`config.mk`:
```
export PLATFORM = sky130hd
export DESIGN_NAME = pipe_stage_buf_flat
export DESIGN_NICKNAME = d
export VERILOG_FILES = /design/src/rtl/cpu_types_pkg.sv /design/src/rtl/pipe_pkg.sv /design/src/rtl/pipe_stage_buf_if.sv /design/src/rtl/pipe_wrap_ctr.sv /design/src/rtl/pipe_stage_buf.sv /design/src/flat_wrapper.sv
export SDC_FILE = /design/constraint.sdc
export NUM_CORES = 1
export LEC_CHECK = 0
export BUFFER_PORTS_ARGS = -buffer_cell sky130_fd_sc_hd__buf_2
export CORE_ASPECT_RATIO = 1.25
export CORE_MARGIN = 2
export CORE_UTILIZATION = 50
export DETAILED_ROUTE_END_ITERATION = 8
export GPL_ROUTABILITY_DRIVEN = 1
export PLACE_DENSITY_LB_ADDON = 0.25
export SLEW_MARGIN = 20
export SYNTH_ARGS = -nofsm -noshare
export SYNTH_HDL_FRONTEND = slang
export SYNTH_SLANG_ARGS = --single-unit
```
`constraint.sdc`:
```
create_clock -name CLK -period 5.8 [get_ports CLK]
set_clock_uncertainty 0.15 [all_clocks]
set_input_delay 0.87 -clock CLK [delete_from_list [all_inputs] [get_ports CLK]]
set_output_delay 0.87 -clock CLK [all_outputs]
set_load 0.01 [all_outputs]
```
`src/rtl/cpu_types_pkg.sv`:
```
// Basic CPU-wide types shared by the pipeline stages.
package cpu_types_pkg;

    localparam int WORD_W = 32;

    typedef logic [WORD_W-1:0] word_t;

endpackage

```
`src/rtl/pipe_pkg.sv`:
```
// Shared helpers and payload layouts for the inter-stage pipeline buffers.
package pipe_pkg;

    import cpu_types_pkg::*;

    // Pointer width for a DEPTH-entry queue; a single-entry queue still gets one bit.
    function automatic int ptr_w(input int depth);
        return (depth > 1) ? $clog2(depth) : 1;
    endfunction

    // IF/ID latch contents: fetched instruction plus the sequential PC.
    typedef struct packed {
        word_t imemload;
        word_t pcp4;
    } ifid_payload_t;

    localparam int IFID_W = $bits(ifid_payload_t);

endpackage

```
`src/rtl/pipe_stage_buf_if.sv`:
```
// Handshake bundle between a producer stage, a pipe_stage_buf and a consumer stage.
// The slave modport is the buffer's view; master is the surrounding stages' view.
interface pipe_stage_buf_if #(
    parameter int WIDTH = 32,
    parameter int DEPTH = 2
);

    localparam int CNT_W = $clog2(DEPTH + 1);

    logic             flush;
    logic             in_valid;
    logic [WIDTH-1:0] in_data;
    logic             in_ready;
    logic             out_valid;
    logic [WIDTH-1:0] out_data;
    logic             out_ready;
    logic [CNT_W-1:0] count;

    modport master (
        output flush, in_valid, in_data, out_ready,
        input  in_ready, out_valid, out_data, count
    );

    modport slave (
        input  flush, in_valid, in_data, out_ready,
        output in_ready, out_valid, out_data, count
    );

endinterface

```
`src/rtl/pipe_wrap_ctr.sv`:
```
// Enable-driven modulo counter 0..MAX with synchronous clear; used as a queue pointer.
module pipe_wrap_ctr #(
    parameter int MAX = 1,
    parameter int W   = (MAX > 0) ? $clog2(MAX + 1) : 1
) (
    input  logic         clk_i,
    input  logic         clear_i,
    input  logic         en_i,
    output logic [W-1:0] value_o
);

    localparam logic [W-1:0] LAST = W'(MAX);

    logic [W-1:0] value_q;
    logic [W-1:0] value_d;

    // Advance by one when enabled, wrapping from MAX back to zero.
    always_comb begin
        value_d = value_q;
        if (en_i) begin
            value_d = (value_q == LAST) ? '0 : value_q + 1'b1;
        end
    end

    // Clear wins over advancing so reset/flush always land on slot zero.
    always_ff @(posedge clk_i) begin
        if (clear_i) begin
            value_q <= '0;
        end else begin
            value_q <= value_d;
        end
    end

    assign value_o = value_q;

endmodule

```
`src/rtl/pipe_stage_buf.sv`:
```
// Pipeline-stage register with a DEPTH-entry skid queue, valid/ready handshake and flush.
// Outputs are purely registered: nothing pushed this cycle is visible until the next one,
// and in_ready depends only on occupancy so there is no path from out_ready to in_ready.
module pipe_stage_buf
    import pipe_pkg::*;
#(
    parameter int WIDTH         = 32,
    parameter int DEPTH         = 2,
    parameter int ZERO_ON_EMPTY = 1
) (
    input  logic CLK,
    input  logic RST,
    pipe_stage_buf_if.slave bus
);

    localparam int               PTR_W = ptr_w(DEPTH);
    localparam int               CNT_W = $clog2(DEPTH + 1);
    localparam logic [CNT_W-1:0] FULL  = CNT_W'(DEPTH);

    logic [WIDTH-1:0] mem_q [DEPTH];
    logic [CNT_W-1:0] count_q;
    logic [CNT_W-1:0] count_d;
    logic [PTR_W-1:0] rd_ptr;
    logic [PTR_W-1:0] wr_ptr;
    logic             clear;
    logic             push;
    logic             pop;
    logic             in_ready_w;
    logic             out_valid_w;
    logic [WIDTH-1:0] out_data_w;

    assign clear       = RST | bus.flush;
    assign in_ready_w  = (count_q != FULL);
    assign out_valid_w = (count_q != '0);
    assign push        = bus.in_valid & in_ready_w & ~bus.flush;
    assign pop         = out_valid_w & bus.out_ready & ~bus.flush;

    pipe_wrap_ctr #(
        .MAX (DEPTH - 1),
        .W   (PTR_W)
    ) u_wr_ctr (
        .clk_i   (CLK),
        .clear_i (clear),
        .en_i    (push),
        .value_o (wr_ptr)
    );

    pipe_wrap_ctr #(
        .MAX (DEPTH - 1),
        .W   (PTR_W)
    ) u_rd_ctr (
        .clk_i   (CLK),
        .clear_i (clear),
        .en_i    (pop),
        .value_o (rd_ptr)
    );

    // Storage is not reset; a write is suppressed during reset so reset leaves it untouched.
    always_ff @(posedge CLK) begin
        if (push && !RST) begin
            mem_q[wr_ptr] <= bus.in_data;
        end
    end

    // Occupancy moves only when exactly one of push/pop happens.
    always_comb begin
        count_d = count_q;
        case ({push, pop})
            2'b10:   count_d = count_q + 1'b1;
            2'b01:   count_d = count_q - 1'b1;
            default: count_d = count_q;
        endcase
    end

    // Reset and flush both empty the queue at the edge.
    always_ff @(posedge CLK) begin
        if (clear) begin
            count_q <= '0;
        end else begin
            count_q <= count_d;
        end
    end

    // Head entry, optionally replaced by zero (a nop bubble) when the queue is empty.
    always_comb begin
        out_data_w = mem_q[rd_ptr];
        if (!out_valid_w && (ZERO_ON_EMPTY != 0)) begin
            out_data_w = '0;
        end
    end

    assign bus.in_ready  = in_ready_w;
    assign bus.out_valid = out_valid_w;
    assign bus.out_data  = out_data_w;
    assign bus.count     = count_q;

    countBound: assert property (@(posedge CLK) disable iff (RST) count_q <= FULL);

endmodule
```
`src/flat_wrapper.sv`:
```
// flat-port wrapper written by rule: the top's interface ports become plain ports
module pipe_stage_buf_flat import pipe_pkg::*;
#(
    parameter int WIDTH         = 32,
    parameter int DEPTH         = 2,
    parameter int ZERO_ON_EMPTY = 1
)
  (CLK, RST, bus_flush, bus_in_valid, bus_in_data, bus_out_ready, bus_in_ready, bus_out_valid, bus_out_data, bus_count);
  pipe_stage_buf_if #(.WIDTH(WIDTH), .DEPTH(DEPTH)) bus_i ();
  input  logic CLK;
  input  logic RST;
  input wire logic [$bits(bus_i.flush)-1:0] bus_flush;
  input wire logic [$bits(bus_i.in_valid)-1:0] bus_in_valid;
  input wire logic [$bits(bus_i.in_data)-1:0] bus_in_data;
  input wire logic [$bits(bus_i.out_ready)-1:0] bus_out_ready;
  output wire logic [$bits(bus_i.in_ready)-1:0] bus_in_ready;
  output wire logic [$bits(bus_i.out_valid)-1:0] bus_out_valid;
  output wire logic [$bits(bus_i.out_data)-1:0] bus_out_data;
  output wire logic [$bits(bus_i.count)-1:0] bus_count;
  assign bus_i.flush = bus_flush;
  assign bus_i.in_valid = bus_in_valid;
  assign bus_i.in_data = bus_in_data;
  assign bus_i.out_ready = bus_out_ready;
  assign bus_in_ready = bus_i.in_ready;
  assign bus_out_valid = bus_i.out_valid;
  assign bus_out_data = bus_i.out_data;
  assign bus_count = bus_i.count;
  pipe_stage_buf #(.WIDTH(WIDTH), .DEPTH(DEPTH), .ZERO_ON_EMPTY(ZERO_ON_EMPTY)) u_core (.CLK(CLK), .RST(RST), .bus(bus_i));
endmodule
```
; After elaboration in Yosys (flattened, before gate mapping)
; Memory sizes are Yosys's and may differ from the RTL's. A register that Yosys moved wholly into a read port is not among the register bits.
; Cells that the tools add are included.
[word_totals]
word_cells = 29
out_inout_bits = 36
ramBits = 64
mem_count = 1
register_bits = 4
in_bits = 37
[mem_list]
columns = memory, depth, width, read_ports, rd_clocked_by_memory_dff, write_ports, line_no
row1 = u_core.mem_q, 2, 32, 1, 1, 1, pipe_stage_buf.sv:20  ; logic [WIDTH-1:0] mem_q [DEPTH];
[classes]
n_mux = 8
bitwise_logic = 6
n_eq_ne = 3
reduce_logical = 4
n_addsub = 4
[op_table]
columns = operator, count
row1 = $mux 32, 1
row2 = $mux 1, 6
row3 = $and 1x1->1, 4
row4 = $pmux 2 s2, 1
row5 = $reduce_bool 2->1, 2
row6 = $add 1x1->1 const B, 2
row7 = $add 2x1->2 const B, 1
row8 = $eq 2x1->1 const B, 1
row9 = $eq 2x2->1 const B, 1
row10 = $ne 2x2->1 const B, 1
row11 = $sub 2x1->2 const B, 1
row12 = $logic_and 1x1->1, 1
row13 = $logic_not 1->1, 1
row14 = $not 1->1, 1
row15 = $or 1x1->1, 1

; Depth between registers and ports, before layout
; Gate-level depths: netlist of the first run.
[logic_depth]
ltp_word = 6
depth_mapped = 6
ltp_nobuf = 6

; Hierarchy
; From an unflattened synthesis of the first run, not the netlist that was laid out.
[unflattened]
cells_unflattened = 159
area_unflattened_um2 = 2603.7
[modules_own_cells]
columns = mod, seq_area_each_um2, instances, area_per_inst_um2, cells_each
row1 = pipe_stage_buf, 1961.9, 1, 2538.7, 153
row2 = pipe_wrap_ctr, 20.0, 2, 32.5, 3

; Least setup slack after synthesis of the first run
; No wires, ideal clock.
[synth_path]
path_kind = input-to-reg
from = in bus_flush
to = mem u_core.mem_q[0][0], enable pin
t_required_ns = 5.148
slack_ns = 0.769
arrival_time_ns = 4.380
stages = 3
setup_ns = 0.502
path_buffers = 1
path_cell_list = or2_2 > clkbuf_1 > nor4_1
[synth_via]
elab_chain_cells = 5
[synth_rtl]
columns = element, line_no
row1 = from (decl), flat_wrapper.sv:12  ; input wire logic [$bits(bus_i.flush)-1:0] bus_flush;
row2 = $not 1->1, pipe_stage_buf.sv:35  ; assign push = bus.in_valid & in_ready_w & ~bus.flush;
row3 = $and 1x1->1, pipe_stage_buf.sv:35
row4 = $logic_and 1x1->1, pipe_stage_buf.sv:60  ; if (push && !RST) begin
row5 = $mux 1, pipe_stage_buf.sv:60
row6 = $mux 1 (implied by the code), pipe_stage_buf.sv:61  ; mem_q[wr_ptr] <= bus.in_data;
row7 = to (decl), pipe_stage_buf.sv:20
; Every way passes these cells.

==> results of run 1 <==
-- registers in the layout, indices dropped and copies added, names as in the netlist, named ones only --
signal	flops
u_core.u_rd_ctr.value_o	1
u_core.mem_q	64
u_core.bus.count	2
u_core.u_wr_ctr.value_o	1
-- logic make-up (layout without fill, tap and decap cells) --
| logic type | count (synthesis) | in the layout | share of synthesized area, % |
|---|---|---|---|
| xor gates and xnor gates | 3 | 3 | 0.9950 |
| DFF | 69 | 69 | 76.55 |
| buffers and inverters | 12 | 97 | 1.990 |
| AOI/OAI and AO/OA | 5 | 5 | 0.9473 |
| and+or+nand+nor | 44 | 44 | 6.916 |
| adders and majority gates | 1 | 1 | 0.4736 |
| muxes | 32 | 32 | 12.13 |
-- worst max-delay path, delay by kind of cell (launching register included) --
family	cells	cell delay, ns
buffers and inverters	1	0.15
DFF	1	0.96
and+or+nand+nor	1	0.07
muxes	1	0.29
-- routing by layer --
metal  routed length [um]  track usage (%)
met1                 1691            16.68
met2                 2194            25.44
met3                  226            6.651
met4                   83            9.091
met5                    0                0
-- through the flow --
| step | total power, W | cell area [um^2] | setup WS (ns) | hold WS (ns) | utilization [%] |
|---|---|---|---|---|---|
| 2_1_floorplan | 0.0005912 | 2641 | 0.7689 | 0.3212 | - |
| 3_3_place_gp | 0.0006162 | 3095 | 3.271 | 0.3360 | 60.94 |
| 3_5_place_dp | 0.0006178 | 3095 | 3.273 | 0.3513 | 60.94 |
| 4_1_cts | 0.0009369 | 3256 | 2.896 | 0.3652 | 64.09 |
| 5_1_grt | 0.0009639 | 3256 | 2.789 | 0.4185 | 64.09 |
| 6_report | 0.0009225 | 3256 | 2.966 | 0.3634 | 64.09 |
-- synthesized netlist by cell type --
library cell	number
dfxtp_1	5
xnor2_1	1
or2_2	1
o21ai_0	3
edfxtp_1	64
a21oi_1	2
nor2b_1	1
or3_1	3
nor4_1	2
buf_2	6
inv_1	4
nor2_1	37
clkbuf_1	2
xor2_1	2
ha_1	1
mux2i_1	32
-- power groups by stage --
| stage | clock network, W | logic (W) | registers [W] |
|---|---|---|---|
| floorplan | 0 | 0.0000236 | 0.000568 |
| global placement | 0 | 0.0000479 | 0.000568 |
| detailed placement | 0 | 0.0000491 | 0.000569 |
| CTS | 0.000330 | 0.0000492 | 0.000558 |
| global route | 0.000351 | 0.0000542 | 0.000558 |
| finish | 0.000316 | 0.0000483 | 0.000558 |
-- cell type report --
| type | count | share of cell area (%) |
|---|---|---|
| sequential | 69 | 62.14 |
| multi-input combinational | 85 | 17.87 |
| timing repair buffer | 77 | 12.22 |
| clock buffer | 16 | 4.919 |
| tap | 62 | 2.383 |
| inverter | 4 | 0.4612 |
-- worst paths after layout --
kind	startpoint	slack (ns)	depth (start not counted)	end
max reg2reg	u_core.bus.count[0]	3.83	5	u_core.bus.count[1]
min reg2reg	u_core.u_rd_ctr.value_o	0.36	2	u_core.u_rd_ctr.value_o
min	u_core.u_rd_ctr.value_o	0.36	2	u_core.u_rd_ctr.value_o
max	flip-flop	2.97	3	bus_out_data[26]
==> summary.md, run 1 <==
| Metric | Value |
|---|---|
| Min cycle time layout | 2.834 ns |
| Seq pwr share | 60.5% |
| Total grt overflow | 0 |
| Clock transition at the registers of the reported paths | 0.06 ns |
| Multi-input gate area | 581.8 um^2 |
| RePlAce Congestion | 0.7050 |
| Setup crit end kind | primary output |
| Vias in the first global route | 1515 |
| Crit path max fanout | 32 |
| Core area | 0.005080 mm^2 |
| Register bit count reported by yosys | 69 |
| Drt total wl | 4.195 mm |
| Diodes inserted | 0 |
| Post-DRT Antenna Nets | 0 |
| Die footprint | 0.005884 mm^2 |
| Pin count of the biggest net entering global routing | 34 |
| Vias per cell | 4.891 |
| Vias | 1531 |
| Drt first pass iters | 4 |
| First-pass GRT wire length | 6.644 mm |
| Root Buffer | clkbuf_8 |
| Worst vdd ir | 0.1799 mV |
| Psw | 0.0001786 W |
| Die Span Y | 85.26 um |
| CP max stage cell | dfxtp_2 |
| FF/Latch Area | 0.002023 mm^2 |
| Critical path startpoint category | flip-flop |
| Setup Crit Path Kind | reg -> out |
| Yosys top cell area share | 72.76% |
| RSZ-0062 raised after global routing | false |
| Syn_nets | 204 |
| Total track usage | 15.49% |
| HP Class | reg -> reg |
| DP HPWL | 2.749 mm |
| Die Width | 69.01 um |
| Top cells by area, synth | edfxtp_1 (73%), mux2i_1 (12%), nor2_1 (5.3%) |
| Post-CTS Setup Inserts | 0 |
| Routed len/inst | 13.40 um |
| Final net count | 284 |
| I/O pin total | 73 |
| Most frequent cells in the layout | buf_2 (72), edfxtp_1 (64), nor2_1 (36), mux2i_1 (32), clkbuf_8 (10) |
| Status | finished clean |
| Worst-Margin Slew | 0.9694 ns |
| Yosys warnings | 0 |
| Period utilization | 48.86% |
| Clk sinks | 69 |
| Post-Syn Area | 0.002641 mm^2 |
| Placed Cells | 297 |
| Drt drc | 0 |
| Final hold vios | 0 |
| Clk Latency, worst-skew pair | 0.32 ns |
| Max Fclk | 352.9 MHz |
| Pleak | 1.228 nW |
| Num CTS Buffers | 9 |
| Switching share of total power | 19.36% |
| H-tree level count | 3 |
| Pwr dens | 283.4 mW/mm^2 |
| Area growth syn-to-layout | 23.26% |
| Mapped Cells | 166 |
| Clk pwr share | 34.3% |
| Area leader, netlist | edfxtp_1 |
| Fillers | 388 |
| Comb pwr share | 5.2% |
| Max Slew Vio Count | 0 |
| Rows | 29 |
| Layout cells sized above 1 | 36.65% |
| Sequential fraction of the synthesis area | 76.55% |
| Power Internal | 0.0007439 W |
| PortBufs | 72 |
| Final setup fails | 0 |
| Final Non-Filler Cells | 313 |
| Total negative setup slack | 0 ns |
| Cts repair resizes | 0 |
| Sequence of cells on the critical path | mux2i_1 > nor2_1 > buf_2 |
| Longest Clk Path Bufs | 2 |
| Critical Path RT | 4.78 ns |
| CP max stage delay | 0.96 ns |
| CTS tree | done |
| Commonest non-fill, non-tap cell in the layout | buf_2 |
| Slew HR | 35.37% |
| Post-CTS Hold Fix Bufs | 0 |
| Initial Util | 52.00% |
| Syn Area/Cell | 15.91 um^2 |
| Crit path DAT | 1.81 ns |
| DR iter-0 viols | 58 |
| Antenna violations before repair | 0 |
| Max Cap Violations | 0 |
| Distinct cells, synth | 16 |
No activity file was read; power rests on OpenSTA's default activity.
==> run 2, diff against run 1 <==
clock period = 2.7 ns   (was 5.8 ns; I/O delays follow)
==> summary.md, run 2 (same netlist as run 1, synthesis figures left out) <==
| Metric | Value |
|---|---|
| Final net count | 285 |
| Finished Cell Area | 0.003314 mm^2 |
| Met3 wire length | 298 um |
| Die Span Y | 85.26 um |
| Area growth syn-to-layout | 25.49% |
| H-tree level count | 3 |
| Period utilization | 76.10% |
| Most frequent cells in the layout | buf_2 (72), edfxtp_1 (64), nor2_1 (36), mux2i_1 (32), clkbuf_8 (9) |
| Fillers | 388 |
| CP endpoint | u_core.bus.count[1] |
| Worst setup slack after layout | 0.6452 ns |
| PortBufs | 72 |
| Worst-Margin Slew | 0.5441 ns |
| Final Power | 0.002071 W |
| Slew HR | 63.65% |
| Sequence of cells on the critical path | nor2b_1 > or3_1 > ha_1 > or3_1 > a21oi_1 |
| Crit. Startpoint | u_core.bus.count[1] |
| Initial Util | 52.00% |
| Cell Area, Placed | 0.003133 mm^2 |
| Post-DRT Antenna Nets | 0 |
| Die Width | 69.01 um |
| Max Slew Vio Count | 0 |
| Pleak | 1.247 nW |
| Max Fclk | 486.7 MHz |
| Most flops, register | u_core.mem_q |
| Multi-input gate area | 599.3 um^2 |
| Max Cap Violations | 0 |
| Vias in the first global route | 1536 |
| Setup crit end kind | flip-flop |
| Post-CTS Setup Inserts | 0 |
| Drt first pass iters | 4 |
| Drt drc | 0 |
| Rows | 29 |
| Crit path max fanout | 6 |
| Setup Crit Path Kind | reg -> reg |
| Most used cell, CP | or3_1 |
| Max FFs per register | 64 |
| Vias per cell | 4.943 |
| Metal2 WL | 2.477 mm |
| DP HPWL | 2.986 mm |
| Min cycle time layout | 2.055 ns |
| Final setup fails | 0 |
| Max Used Layer | met4 |
| CP max stage delay | 0.49 ns |
| Pwr dens | 624.8 mW/mm^2 |
| Vias | 1552 |
| Cts repair resizes | 0 |
| RSZ-0062 raised after global routing | false |
| First-pass GRT wire length | 7.134 mm |
| Total negative setup slack | 0 ns |
| Status | finished clean |
| Antenna violations before repair | 0 |
| Critical path startpoint category | flip-flop |
| Layout cells sized above 1 | 37.70% |
| HP Class | in -> reg |
| Crit path DAT | 2.17 ns |
| R2R Setup Slk | 0.65 ns |
| DR iter-0 viols | 89 |
| Root Buffer | clkbuf_8 |
| Total track usage | 16.39% |
| Critical Path RT | 2.81 ns |
| FF/Latch Area | 0.002023 mm^2 |
| Diodes inserted | 0 |
| Worst vdd ir | 0.3631 mV |
| RePlAce Congestion | 0.7117 |
| Final hold vios | 0 |
| Hold Slack | 0.1078 ns |
| Met1 Routed Length | 1.649 mm |
| Pre-CTS WS | 0.6633 ns |
| Drt total wl | 4.462 mm |
| Core area | 0.005080 mm^2 |
| Worst R2R End | u_core.bus.count[1] |
| CP max stage cell | nor2b_1 |
| Commonest non-fill, non-tap cell in the layout | buf_2 |
| Clock transition at the registers of the reported paths | 0.07 ns |
| Total grt overflow | 0 |
| Pin count of the biggest net entering global routing | 34 |
| Die footprint | 0.005884 mm^2 |
| CTS tree | done |
| Post-CTS Hold Fix Bufs | 0 |
| Reg2reg path depth | 5 |
| Routed len/inst | 14.21 um |
| Longest Clk Path Bufs | 2 |
| Clk Latency, worst-skew pair | 0.33 ns |
| I/O pin total | 73 |
| Worst r2r src | u_core.bus.count[1] |
| Clk sinks | 69 |
| Num CTS Buffers | 9 |
run 2: cell types whose count changed in the layout (fill, tap and decap cells not counted), sizes merged:
cell	delta
clkinvlp	+1
clkinv	+4
bufinv	+1
buf	+1
clkbuf	-6
run 2: worst min path at each step:
| stage | cells after the start | endpoint | startpoint |
|---|---|---|---|
| 2_1_floorplan | 2 | flip-flop | u_core.u_rd_ctr.value_o |
| 3_3_place_gp | 2 | u_core.u_rd_ctr.value_o | u_core.u_rd_ctr.value_o |
| 3_5_place_dp | 2 | u_core.u_rd_ctr.value_o | u_core.u_rd_ctr.value_o |
| 4_1_cts | 1 | u_core.mem_q[0][13] | bus_in_data[13] |
| 5_1_grt | 1 | u_core.mem_q[0][12] | bus_in_data[12] |
| 6_report | 1 | u_core.mem_q[1][6] | bus_in_data[6] |
run 2: per-layer routing:
layer | vias up | track usage (%)
met4 | 0 | 7.487
met3 | 4 | 7.007
met1 | 732 | 16.84
li1 | 765 | -
met5 | - | 0
met2 | 51 | 28.85
run 2: cell type report:
cell class | instances | area share [%]
Clock buffer | 10 | 3.850
Timing Repair Buffer | 78 | 12.61
Clock inverter | 6 | 1.623
Multi-Input combinational cell | 85 | 18.08
Inverter | 4 | 0.4530
Sequential cell | 69 | 61.04
Tap cell | 62 | 2.341
run 2: worst max-delay path, delay by kind of cell, from the launching register on:
kind                     cells  cell delay [ns]
AO/OA/AOI/OAI                1             0.14
flip-flops                   1             0.41
AND/OR/NAND/NOR              3             1.04
adder cells (fa/ha/maj)      1             0.25
run 2: stage by stage:
step	util [%]	instances
final	65.25	314
after detailed placement	61.67	298
after floorplan	-	166
after global routing	65.25	314
after CTS	65.25	314
after global placement	61.67	298
run 2: report_power, final:
part           internal (W)  switching (W)
Combinational     0.0000485      0.0000614
Clock              0.000415       0.000350
Sequential          0.00119     0.00000655
Total               0.00165       0.000418
